File: config.mk
export PLATFORM = sky130hd
export DESIGN_NAME = core_fetch
export DESIGN_NICKNAME = d
export VERILOG_FILES = /design/src/rtl/selen_fetch_pkg.sv /design/src/rtl/core_fetch_fifo.sv /design/src/rtl/core_fetch.sv
export SDC_FILE = /design/constraint.sdc
export NUM_CORES = 1
export LEC_CHECK = 0
export BUFFER_PORTS_ARGS = -buffer_cell sky130_fd_sc_hd__buf_2
export CAP_MARGIN = 20
export CELL_PAD_IN_SITES_DETAIL_PLACEMENT = 0
export CELL_PAD_IN_SITES_GLOBAL_PLACEMENT = 1
export CORE_AREA = 3 3 152 227
export CTS_CLUSTER_DIAMETER = 120
export CTS_CLUSTER_SIZE = 10
export DETAILED_ROUTE_END_ITERATION = 7
export DIE_AREA = 0 0 155 230
export PLACE_DENSITY = 0.76
export SLEW_MARGIN = 20
export SYNTH_ARGS = -nofsm -noshare
export SYNTH_HDL_FRONTEND = slang
export SYNTH_SLANG_ARGS = --single-unit
File: constraint.sdc
create_clock -name clk -period 5.3 [get_ports clk]
set_clock_uncertainty 0.1 [all_clocks]
set_input_delay 0 -clock clk [delete_from_list [all_inputs] [get_ports clk]]
set_output_delay 0 -clock clk [all_outputs]
set_load 0.02 [all_outputs]
File: src/rtl/selen_fetch_pkg.sv
// Shared types, constants and helpers for the Selen instruction fetch stage.
package selen_fetch_pkg;

    localparam int INSTR_W      = 32;
    localparam int PC_STEP      = 4;
    localparam int FETCH_ADDR_W = 32;

    typedef enum logic [1:0] {
        FS_RESET = 2'd0,
        FS_RUN   = 2'd1,
        FS_FLUSH = 2'd2
    } fetch_state_e;

    typedef struct packed {
        logic [INSTR_W-1:0]      instr;
        logic [FETCH_ADDR_W-1:0] pc;
    } fetch_entry_t;

    function automatic logic [31:0] sat_inc32(input logic [31:0] value, input logic en);
        if (en && (value != 32'hFFFF_FFFF)) begin
            return value + 32'd1;
        end else begin
            return value;
        end
    endfunction

endpackage

File: src/rtl/core_fetch_fifo.sv
// Synchronous FIFO with flush; holds prefetched words and the per-request PC tags.
module core_fetch_fifo
    import selen_fetch_pkg::*;
#(
    parameter int  DEPTH   = 4,
    parameter type entry_t = fetch_entry_t,
    parameter int  CNT_W   = $clog2(DEPTH) + 1
) (
    input  logic             clk_i,
    input  logic             rst_i,
    input  logic             flush_i,
    input  logic             push_i,
    input  entry_t           data_i,
    input  logic             pop_i,
    output entry_t           data_o,
    output logic [CNT_W-1:0] count_o,
    output logic             empty_o,
    output logic             full_o
);

    localparam int PTR_W = $clog2(DEPTH);

    entry_t           mem_q [DEPTH];
    logic [PTR_W-1:0] wr_ptr_q;
    logic [PTR_W-1:0] rd_ptr_q;
    logic [CNT_W-1:0] count_q;
    logic             do_push_s;
    logic             do_pop_s;

    assign empty_o   = (count_q == '0);
    assign full_o    = (count_q == CNT_W'(DEPTH));
    assign do_pop_s  = pop_i && !empty_o;
    assign do_push_s = push_i && (!full_o || do_pop_s) && !flush_i;
    assign data_o    = mem_q[rd_ptr_q];
    assign count_o   = count_q;

    // Pointers and occupancy; flush empties the queue and overrides push/pop.
    always_ff @(posedge clk_i) begin
        if (rst_i || flush_i) begin
            wr_ptr_q <= '0;
            rd_ptr_q <= '0;
            count_q  <= '0;
        end else begin
            if (do_push_s) begin
                wr_ptr_q <= wr_ptr_q + PTR_W'(1);
            end
            if (do_pop_s) begin
                rd_ptr_q <= rd_ptr_q + PTR_W'(1);
            end
            count_q <= count_q + CNT_W'(do_push_s) - CNT_W'(do_pop_s);
        end
    end

    // Storage array; contents are only observed while the count says they are valid.
    always_ff @(posedge clk_i) begin
        if (do_push_s) begin
            mem_q[wr_ptr_q] <= data_i;
        end
    end

endmodule

File: src/rtl/core_fetch.sv
// Selen instruction fetch stage: credit-limited requests, prefetch FIFO, redirect with stale drop.
// Optional performance counters are enabled by defining FETCH_PERF_CNT_EN.
module core_fetch
    import selen_fetch_pkg::*;
#(
    parameter int                ADDR_W     = 32,
    parameter logic [ADDR_W-1:0] RESET_PC   = ADDR_W'(32'h0000_0200),
    parameter int                FIFO_DEPTH = 4
) (
    input  logic               clk,
    input  logic               rst,
    output logic               i_req_val,
    output logic [ADDR_W-1:0]  i_req_addr,
    input  logic               i_req_ack,
    input  logic               i_ack_val,
    input  logic [INSTR_W-1:0] i_ack_data,
    input  logic               redirect_val,
    input  logic [ADDR_W-1:0]  redirect_pc,
    output logic               instr_val,
    output logic [INSTR_W-1:0] instr_data,
    output logic [ADDR_W-1:0]  instr_pc,
    input  logic               instr_rdy
`ifdef FETCH_PERF_CNT_EN
    ,
    output logic [31:0]        perf_fetch_cnt,
    output logic [31:0]        perf_drop_cnt,
    output logic [31:0]        perf_stall_cnt
`endif
);

    localparam int CNT_W = $clog2(FIFO_DEPTH) + 1;
    localparam int SUM_W = CNT_W + 1;

    typedef struct packed {
        logic [INSTR_W-1:0] instr;
        logic [ADDR_W-1:0]  pc;
    } entry_t;
    typedef logic [ADDR_W-1:0] tag_t;

    fetch_state_e      state_q, state_d;
    logic [ADDR_W-1:0] pc_q, pc_d;
    logic [CNT_W-1:0]  drop_cnt_q, drop_cnt_d;
    logic [SUM_W-1:0]  outstanding_s;
    logic [SUM_W-1:0]  in_use_s;
    logic              req_take_s, resp_s, drop_s, live_resp_s, pop_s;
    entry_t            pf_head_s, pf_push_data_s;
    tag_t              tag_head_s;
    logic [CNT_W-1:0]  pf_count_s, tag_count_s;
    logic              pf_empty_s, pf_full_s, tag_empty_s, tag_full_s;
    logic              unused_s;

    // Live tags plus responses still owed to a pre-redirect request.
    assign outstanding_s = SUM_W'(tag_count_s) + SUM_W'(drop_cnt_q);
    assign in_use_s      = outstanding_s + SUM_W'(pf_count_s);

    assign i_req_val   = (state_q == FS_RUN) && (in_use_s < SUM_W'(FIFO_DEPTH)) &&
                         !tag_full_s && !pf_full_s;
    assign i_req_addr  = pc_q;
    assign req_take_s  = i_req_val && i_req_ack;
    assign resp_s      = i_ack_val && (outstanding_s != '0);
    assign drop_s      = resp_s && (drop_cnt_q != '0);
    assign live_resp_s = resp_s && !drop_s && !tag_empty_s;

    assign instr_val   = !pf_empty_s;
    assign instr_data  = pf_head_s.instr;
    assign instr_pc    = pf_head_s.pc;
    assign pop_s       = instr_val && instr_rdy;

    assign pf_push_data_s.instr = i_ack_data;
    assign pf_push_data_s.pc    = tag_head_s;
    assign unused_s             = ^redirect_pc[1:0];

    // Next-state logic for the fetch FSM, PC and stale-response counter.
    always_comb begin
        state_d    = state_q;
        pc_d       = pc_q;
        drop_cnt_d = drop_cnt_q;
        case (state_q)
            FS_RESET: state_d = FS_RUN;
            FS_RUN:   state_d = FS_RUN;
            FS_FLUSH: state_d = FS_RUN;
            default:  state_d = FS_RESET;
        endcase
        if (redirect_val) begin
            state_d    = FS_FLUSH;
            pc_d       = {redirect_pc[ADDR_W-1:2], 2'b00};
            drop_cnt_d = CNT_W'(outstanding_s + SUM_W'(req_take_s) - SUM_W'(resp_s));
        end else begin
            if (req_take_s) begin
                pc_d = pc_q + ADDR_W'(PC_STEP);
            end else begin
                pc_d = pc_q;
            end
            if (drop_s) begin
                drop_cnt_d = drop_cnt_q - CNT_W'(1);
            end else begin
                drop_cnt_d = drop_cnt_q;
            end
        end
    end

    // State registers.
    always_ff @(posedge clk) begin
        if (rst) begin
            state_q    <= FS_RESET;
            pc_q       <= RESET_PC;
            drop_cnt_q <= '0;
        end else begin
            state_q    <= state_d;
            pc_q       <= pc_d;
            drop_cnt_q <= drop_cnt_d;
        end
    end

    // Redirect flushes both queues; a same-cycle decode pop is discarded with them.
    core_fetch_fifo #(
        .DEPTH   (FIFO_DEPTH),
        .entry_t (entry_t)
    ) u_prefetch (
        .clk_i   (clk),
        .rst_i   (rst),
        .flush_i (redirect_val),
        .push_i  (live_resp_s),
        .data_i  (pf_push_data_s),
        .pop_i   (pop_s),
        .data_o  (pf_head_s),
        .count_o (pf_count_s),
        .empty_o (pf_empty_s),
        .full_o  (pf_full_s)
    );

    core_fetch_fifo #(
        .DEPTH   (FIFO_DEPTH),
        .entry_t (tag_t)
    ) u_tag_queue (
        .clk_i   (clk),
        .rst_i   (rst),
        .flush_i (redirect_val),
        .push_i  (req_take_s),
        .data_i  (pc_q),
        .pop_i   (live_resp_s),
        .data_o  (tag_head_s),
        .count_o (tag_count_s),
        .empty_o (tag_empty_s),
        .full_o  (tag_full_s)
    );

`ifdef FETCH_PERF_CNT_EN
    logic [31:0] perf_fetch_q, perf_drop_q, perf_stall_q;

    // Saturating event counters.
    always_ff @(posedge clk) begin
        if (rst) begin
            perf_fetch_q <= 32'd0;
            perf_drop_q  <= 32'd0;
            perf_stall_q <= 32'd0;
        end else begin
            perf_fetch_q <= sat_inc32(perf_fetch_q, req_take_s);
            perf_drop_q  <= sat_inc32(perf_drop_q, resp_s && (drop_s || redirect_val));
            perf_stall_q <= sat_inc32(perf_stall_q, i_req_val && !i_req_ack);
        end
    end

    assign perf_fetch_cnt = perf_fetch_q;
    assign perf_drop_cnt  = perf_drop_q;
    assign perf_stall_cnt = perf_stall_q;
`endif

endmodule

==> results of run 1 <==
-- metal layers --
layer,vias to the layer above,wire (um),GRT usage
met5,-,0,0
met3,53,1400,0.0299
met2,242,17400,0.335
met1,4523,13400,0.234
met4,0,810,0.0597
li1,4099,-,-
-- metrics by stage --
stage	total power [mW]	instance area [um^2]	hold WS, ns	utilization
floorplan	3.99	16600	-0.00113	-
global placement	4.12	17900	0.113	0.546
detailed placement	4.12	17900	0.115	0.546
CTS	6.99	20000	0.0166	0.612
global route	7.18	20000	0.0671	0.612
finish	6.92	20000	0.0441	0.612
-- worst max-delay path, delay by kind of cell, from the launching register on --
| kind | cells | cell delay, ns |
|---|---|---|
| AOI/OAI and AO/OA | 4 | 1.07 |
| xor gates and xnor gates | 3 | 0.57 |
| adders and majority gates | 6 | 1.73 |
| buffers and inverters | 4 | 0.36 |
| DFF | 1 | 0.34 |
| and+or+nand+nor | 1 | 0.38 |
-- cells by family after synthesis --
logic type      Yosys count  share of synthesized area
mux                      95                      0.127
xor+xnor                 17                    0.00900
buf+inv                  77                     0.0187
fa+ha+maj                26                     0.0215
simple gates            172                     0.0570
flops                   421                      0.732
other cells               1                   0.000227
compound gates           68                     0.0347
-- sequential cells by signal, indices dropped and copies added, names as in the netlist, named ones only --
register	count
u_tag_queue.mem_q	120
u_prefetch.rd_ptr_q	2
u_prefetch.wr_ptr_q	2
drop_cnt_q	3
u_tag_queue.wr_ptr_q	2
u_tag_queue.count_o	3
state_q	2
u_prefetch.count_o	3
i_req_addr	30
u_tag_queue.rd_ptr_q	2
u_prefetch.mem_q	248
-- cell type report --
cell class,instances,share of cell area
flip-flops and latches,421,0.604
well taps,415,0.0259
inverters,31,0.00580
clock inverters,1,0.000437
clock buffers,67,0.0645
multi-input cells,382,0.207
repair buffers,269,0.0919
-- worst max-delay path by stage --
stage | start | end | slack [ns]
2_1_floorplan | u_tag_queue.count_o[0] | drop_cnt_q[2] | 1.15
3_3_place_gp | u_tag_queue.count_o[0] | drop_cnt_q[2] | 0.70
3_5_place_dp | u_tag_queue.count_o[0] | drop_cnt_q[2] | 0.68
4_1_cts | u_tag_queue.count_o[0] | drop_cnt_q[2] | 0.62
5_1_grt | u_tag_queue.count_o[0] | drop_cnt_q[2] | 0.30
6_report | u_tag_queue.count_o[0] | drop_cnt_q[2] | 0.67
-- synth_stat cells (all sizes together), types with 3 or more instances --
cell type,n,area [um^2]
mux4,92,2070
a211oi,5,47.5
edfxtp,368,11100
clkbuf,27,101
a21oi,6,30.0
nor2,45,169
o31a,3,27.5
and4,6,52.6
inv,29,109
xor2,4,35.0
nand3,18,90.1
nor4,7,43.8
o31ai,5,37.5
nor3,4,20.0
fa,4,80.1
and2,13,81.3
or4,6,45.0
a311oi,13,114
xnor2,13,114
nand2b,4,25.0
a2111oi,13,136
o21ai,3,15.0
nor2b,3,18.8
and3,18,113
dfxtp,53,1060
or3,7,48.8
buf,19,92.6
ha,22,275
nor4b,4,35.0
nand4,9,56.3
nand2,19,71.3
-- power groups by stage --
stage,Combinational [mW],Clock [mW],Sequential (mW)
after floorplan,0.231,0,3.76
after global placement,0.364,0,3.75
after global routing,0.468,3.02,3.69
final,0.418,2.81,3.69
after detailed placement,0.367,0,3.75
after CTS,0.422,2.88,3.69
==> metrics, run 1 <==
status=completed; Final WS setup=~0.67 ns; Initial Util=0.506; CTS Hold Bufs=a little under 90; Worst-Margin Slew=~1.0 ns; Worst-path clk slew=around 0.05 ns; peak supply drop=around 0.23 mV; CTS buffer count=48; commonest non-fill, non-tap cells in the layout=368 x edfxtp_1, 161 x buf_2, 92 x mux4_2; share of cells above drive strength 1=0.293; crit-path most repeated cell=ha_1; slowest stage cell, crit path=o31a_2; root buffer cell=clkbuf_16; # placed instances=between 1000 and 1500; maximum number of pins on one net before global-route repair=between 40 and 50; most common cell after layout, fill and taps aside=edfxtp_1; Total Wirelength=32900 um; final max-slew violation count=0; Critical R2R Launch=u_tag_queue.count_o[0]; Gate Count Post-Synth=877; syn_area_per_cell=about 19 um^2; Seq pwr share=0.533; port buffer count=about 160; Tcrit/Tclk final=0.873; drc violations=0; CTS tree=done; Post-CTS Setup Inserts=0; Post-synth EDFFs=between 300 and 400; Mapped Area=roughly 17000 um^2; I/O pins=~170; top_reg_cell synth=edfxtp_1; yosys warns=0; Multi-input gate area=4150 um^2; top fanout value on the critical path=14; synthesis-to-layout area growth=21.1%; die footprint=~36000 um^2; P_int=5.49 mW; Max Root-Sink Buffers=3; share of synthesized registers carrying an async set or reset=0; crit-path cells=ha_1 > fa_1 > xnor2_1 > inv_1 > ha_1 > or3_4 > a2111oi_4 > o31a_2 > inv_2 > ha_1 > inv_1 > ha_1 > inv_1 > fa_1 > xnor2_1 > xnor2_1 > a21o_1 > a21oi_1; clock network power share=0.407; Final #Nets=1249; vias per cell=5.62; Worst Hold Launch=redirect_val; worst endpoint data arrival time=between 4 and 5 ns; Crit Path Class=reg -> reg; PwrDens=~350 nW/um^2; vias in the first global route=about 9500; flip-flop and latch area=between 10000 and 15000 um^2; Min-Delay Path Class=in -> reg; # setup viols final=0; TNS Setup=0 ns; RSZ-0062 raised after global routing=no; GP Congestion=between 0.7 and 0.8; antenna diode count=0; power share of the combinational group=0.060; Leakage=about 7 nW; GRT Overall Usage=0.187; Hold Crit Depth=4; clk_lat worst skew=roughly 0.54 ns; final non-filler cell total=around 1600; post-DR wirelength/cell=20.8 um; row cnt=81; DR vias=8917; Filler cells=2378; Final Hold Vio Count=0; crit-path max cell delay=slightly above 0.4 ns; P_sw=between 1 and 1.5 mW; max_slew headroom=0.325; switch share=0.207; Reg2Reg Depth=18; register area share after synthesis=0.732; synthesized flop and latch total=roughly 420; antenna-violating nets left=0; dpl hpwl=between 20000 and 25000 um; R2R Path End=drop_cnt_q[2]; FF-to-FF setup slack=~0.67 ns; first-pass GRT wire length=52200 um; die span in x=between 150 and 200 um; distinct cell type count after synthesis=64; drt initial violations=525; Post-CTS Resized=0; CP required=roughly 5.7 ns; Die Ht=between 200 and 250 um; Max Clk Rate=about 220 MHz; H-tree depth=2; max_cap viols=0; Sink Count=around 420; CP Capture Type=flip-flop; min cycle time layout=4.63 ns; worst slack, placed=approximately 0.68 ns; nature of the critical path startpoint=flip-flop; antenna violations before repair=0; core area=between 30000 and 40000 um^2; Hold EP=drop_cnt_q[2]; gr ovfl total=0; DRT Pass-1 Iters=5
Note: power is estimated with default switching activity, not from simulation.
==> run 2: changes to the inputs <==
--- a/config.mk
+++ b/config.mk
@@ -9,11 +9,11 @@
 export CAP_MARGIN = 20
 export CELL_PAD_IN_SITES_DETAIL_PLACEMENT = 0
 export CELL_PAD_IN_SITES_GLOBAL_PLACEMENT = 1
-export CORE_AREA = 3 3 152 227
+export CORE_AREA = 8 8 157 232
 export CTS_CLUSTER_DIAMETER = 120
 export CTS_CLUSTER_SIZE = 10
 export DETAILED_ROUTE_END_ITERATION = 7
-export DIE_AREA = 0 0 155 230
+export DIE_AREA = 0 0 165 240
 export PLACE_DENSITY = 0.76
 export SLEW_MARGIN = 20
 export SYNTH_ARGS = -nofsm -noshare
==> run 2 against run 1 <==
  * Clock power rose by 3%
  * Total power up 1.1%
  * Critical endpoint unchanged
  * Non-clock buffer count is 3 lower
  * Fmax increased by 6.2%
  * First-iteration DRC count is 21% lower
  * Critical path type unchanged
  * Via count shrank 0.45%
  * Clock-buffer cell count up 8
  * Global-route usage is 1.8 points lower
==> metrics, run 2 (synthesis gave the netlist of run 1 again) <==
DRT Pass-1 Iters=4; CTS buffer count=between 40 and 50; clk_lat worst skew=about 0.55 ns; Placed Area=~18000 um^2; die footprint=~40000 um^2; Largest Register=u_prefetch.mem_q; Tcrit/Tclk final=0.822; H-tree depth=2; switch share=0.211; Leakage=just under 7 nW; first-pass GRT wire length=a little over 50000 um; peak supply drop=roughly 0.27 mV; power share of the combinational group=0.061; drc violations=0; RSZ-0062 raised after global routing=no; share of cells above drive strength 1=0.289; flip-flop count of the largest register after layout=around 250; commonest non-fill, non-tap cells in the layout=368 x edfxtp_1, 161 x buf_2, 92 x mux4_2; Sink Count=about 420; CP required=between 5 and 6 ns; Final Hold Vio Count=0; worst endpoint data arrival time=4.74 ns; most common cell after layout, fill and taps aside=edfxtp_1; # setup viols final=0; Max Root-Sink Buffers=3; Filler cells=~2400; row cnt=82; antenna violations before repair=0; drt initial violations=just over 400; port buffer count=between 150 and 200; Worst-path clk slew=around 0.06 ns; Seq pwr share=0.527; Total Wirelength=between 30000 and 40000 um; DR vias=8877; dpl hpwl=20100 um; Worst-Margin Slew=around 0.90 ns; nature of the critical path startpoint=flip-flop; CP Capture Type=flip-flop; I/O pins=~170; Final Cell Area=around 20000 um^2; Post-CTS Setup Inserts=0; PwrDens=348 nW/um^2; Min-Delay Path Class=in -> reg; max_cap viols=0; GRT Overall Usage=0.169; Final #Nets=roughly 1200; vias in the first global route=9616; Max Clk Rate=229 MHz; Crit Path Class=reg -> reg; clock network power share=0.412; synthesis-to-layout area growth=21.6%; Initial Util=0.499; Die Ht=240 um; TNS Setup=0 ns; GP Congestion=0.797; P_int=5.52 mW; gr ovfl total=0; maximum number of pins on one net before global-route repair=between 60 and 70; max_slew headroom=0.400; CTS Hold Bufs=88; antenna diode count=0; post-DR wirelength/cell=just over 20 um; die span in x=approximately 170 um; final max-slew violation count=0; top fanout value on the critical path=12; antenna-violating nets left=0; CTS tree=done; Post-CTS Resized=0; P_sw=roughly 1.5 mW; min cycle time layout=~4.4 ns; status=completed; root buffer cell=clkbuf_16; vias per cell=~5.6; core area=about 33000 um^2
[run 2: cell count changes in the layout (fill, tap and decap cells not counted), sizes merged]
cell	change
inv	+2
clkbuf	+8
buf	-4
dlygate4sd3	+1
[run 2: metrics by stage]
stage / cells / hold WS (ns) / setup slack (ns) / utilization / total power [mW]
after floorplan: 880 / -0.00113 / 1.15 / - / 3.99
after global placement: 1432 / 0.0959 / 0.995 / 0.540 / 4.12
after detailed placement: 1432 / 0.118 / 0.976 / 0.540 / 4.13
after CTS: 1598 / 0.00429 / 0.954 / 0.607 / 7.07
after global routing: 1598 / 0.0440 / 0.662 / 0.607 / 7.25
final: 1598 / 0.0219 / 0.941 / 0.607 / 7.00
[run 2: cell type report]
class	instances	area, um^2	area share
sequential	421	12100	0.602
inverter	31	116	0.00578
tap	420	526	0.0261
clock inverter	3	26.3	0.00131
clock buffer	75	1320	0.0658
multi-input combinational	382	4150	0.206
timing repair buffer	266	1860	0.0926
[run 2: routing by layer]
metal / vias to the layer above / track usage / share of wire / wire [um]
li1: 4091 / - / - / -
met1: 4525 / 0.197 / 0.40 / 13200
met2: 193 / 0.308 / 0.53 / 17400
met3: 68 / 0.0274 / 0.041 / 1340
met4: 0 / 0.0591 / 0.026 / 869
met5: - / 0 / 0 / 0
[run 2: power groups by stage]
stage	Combinational [mW]	Clock [mW]	Sequential, mW
floorplan	0.231	0	3.76
global placement	0.369	0	3.75
detailed placement	0.372	0	3.75
CTS	0.427	2.96	3.69
global route	0.470	3.09	3.69
finish	0.424	2.89	3.69
[run 2: final timing paths]
path                                              from            end  slack, ns  cells after the start
worst max-delay path            u_tag_queue.count_o[0]  drop_cnt_q[2]       0.94                     18
worst max register to register  u_tag_queue.count_o[0]  drop_cnt_q[2]       0.94                     18
worst min register to register              state_q[0]     state_q[0]       0.35                      1
worst min-delay path                      redirect_val  drop_cnt_q[2]       0.02                      4
[run 2: critical path, cell delays in order (launching register included)]
cell	delay [ns]
dfxtp_1	0.34
ha_1	0.23
fa_1	0.38
xnor2_1	0.28
inv_1	0.08
ha_1	0.30
or3_4	0.38
a2111oi_4	0.38
o31a_2	0.22
inv_2	0.11
ha_1	0.29
inv_1	0.05
ha_1	0.13
inv_1	0.05
fa_1	0.37
xnor2_1	0.21
xnor2_1	0.09
a21o_1	0.18
a21oi_1	0.12
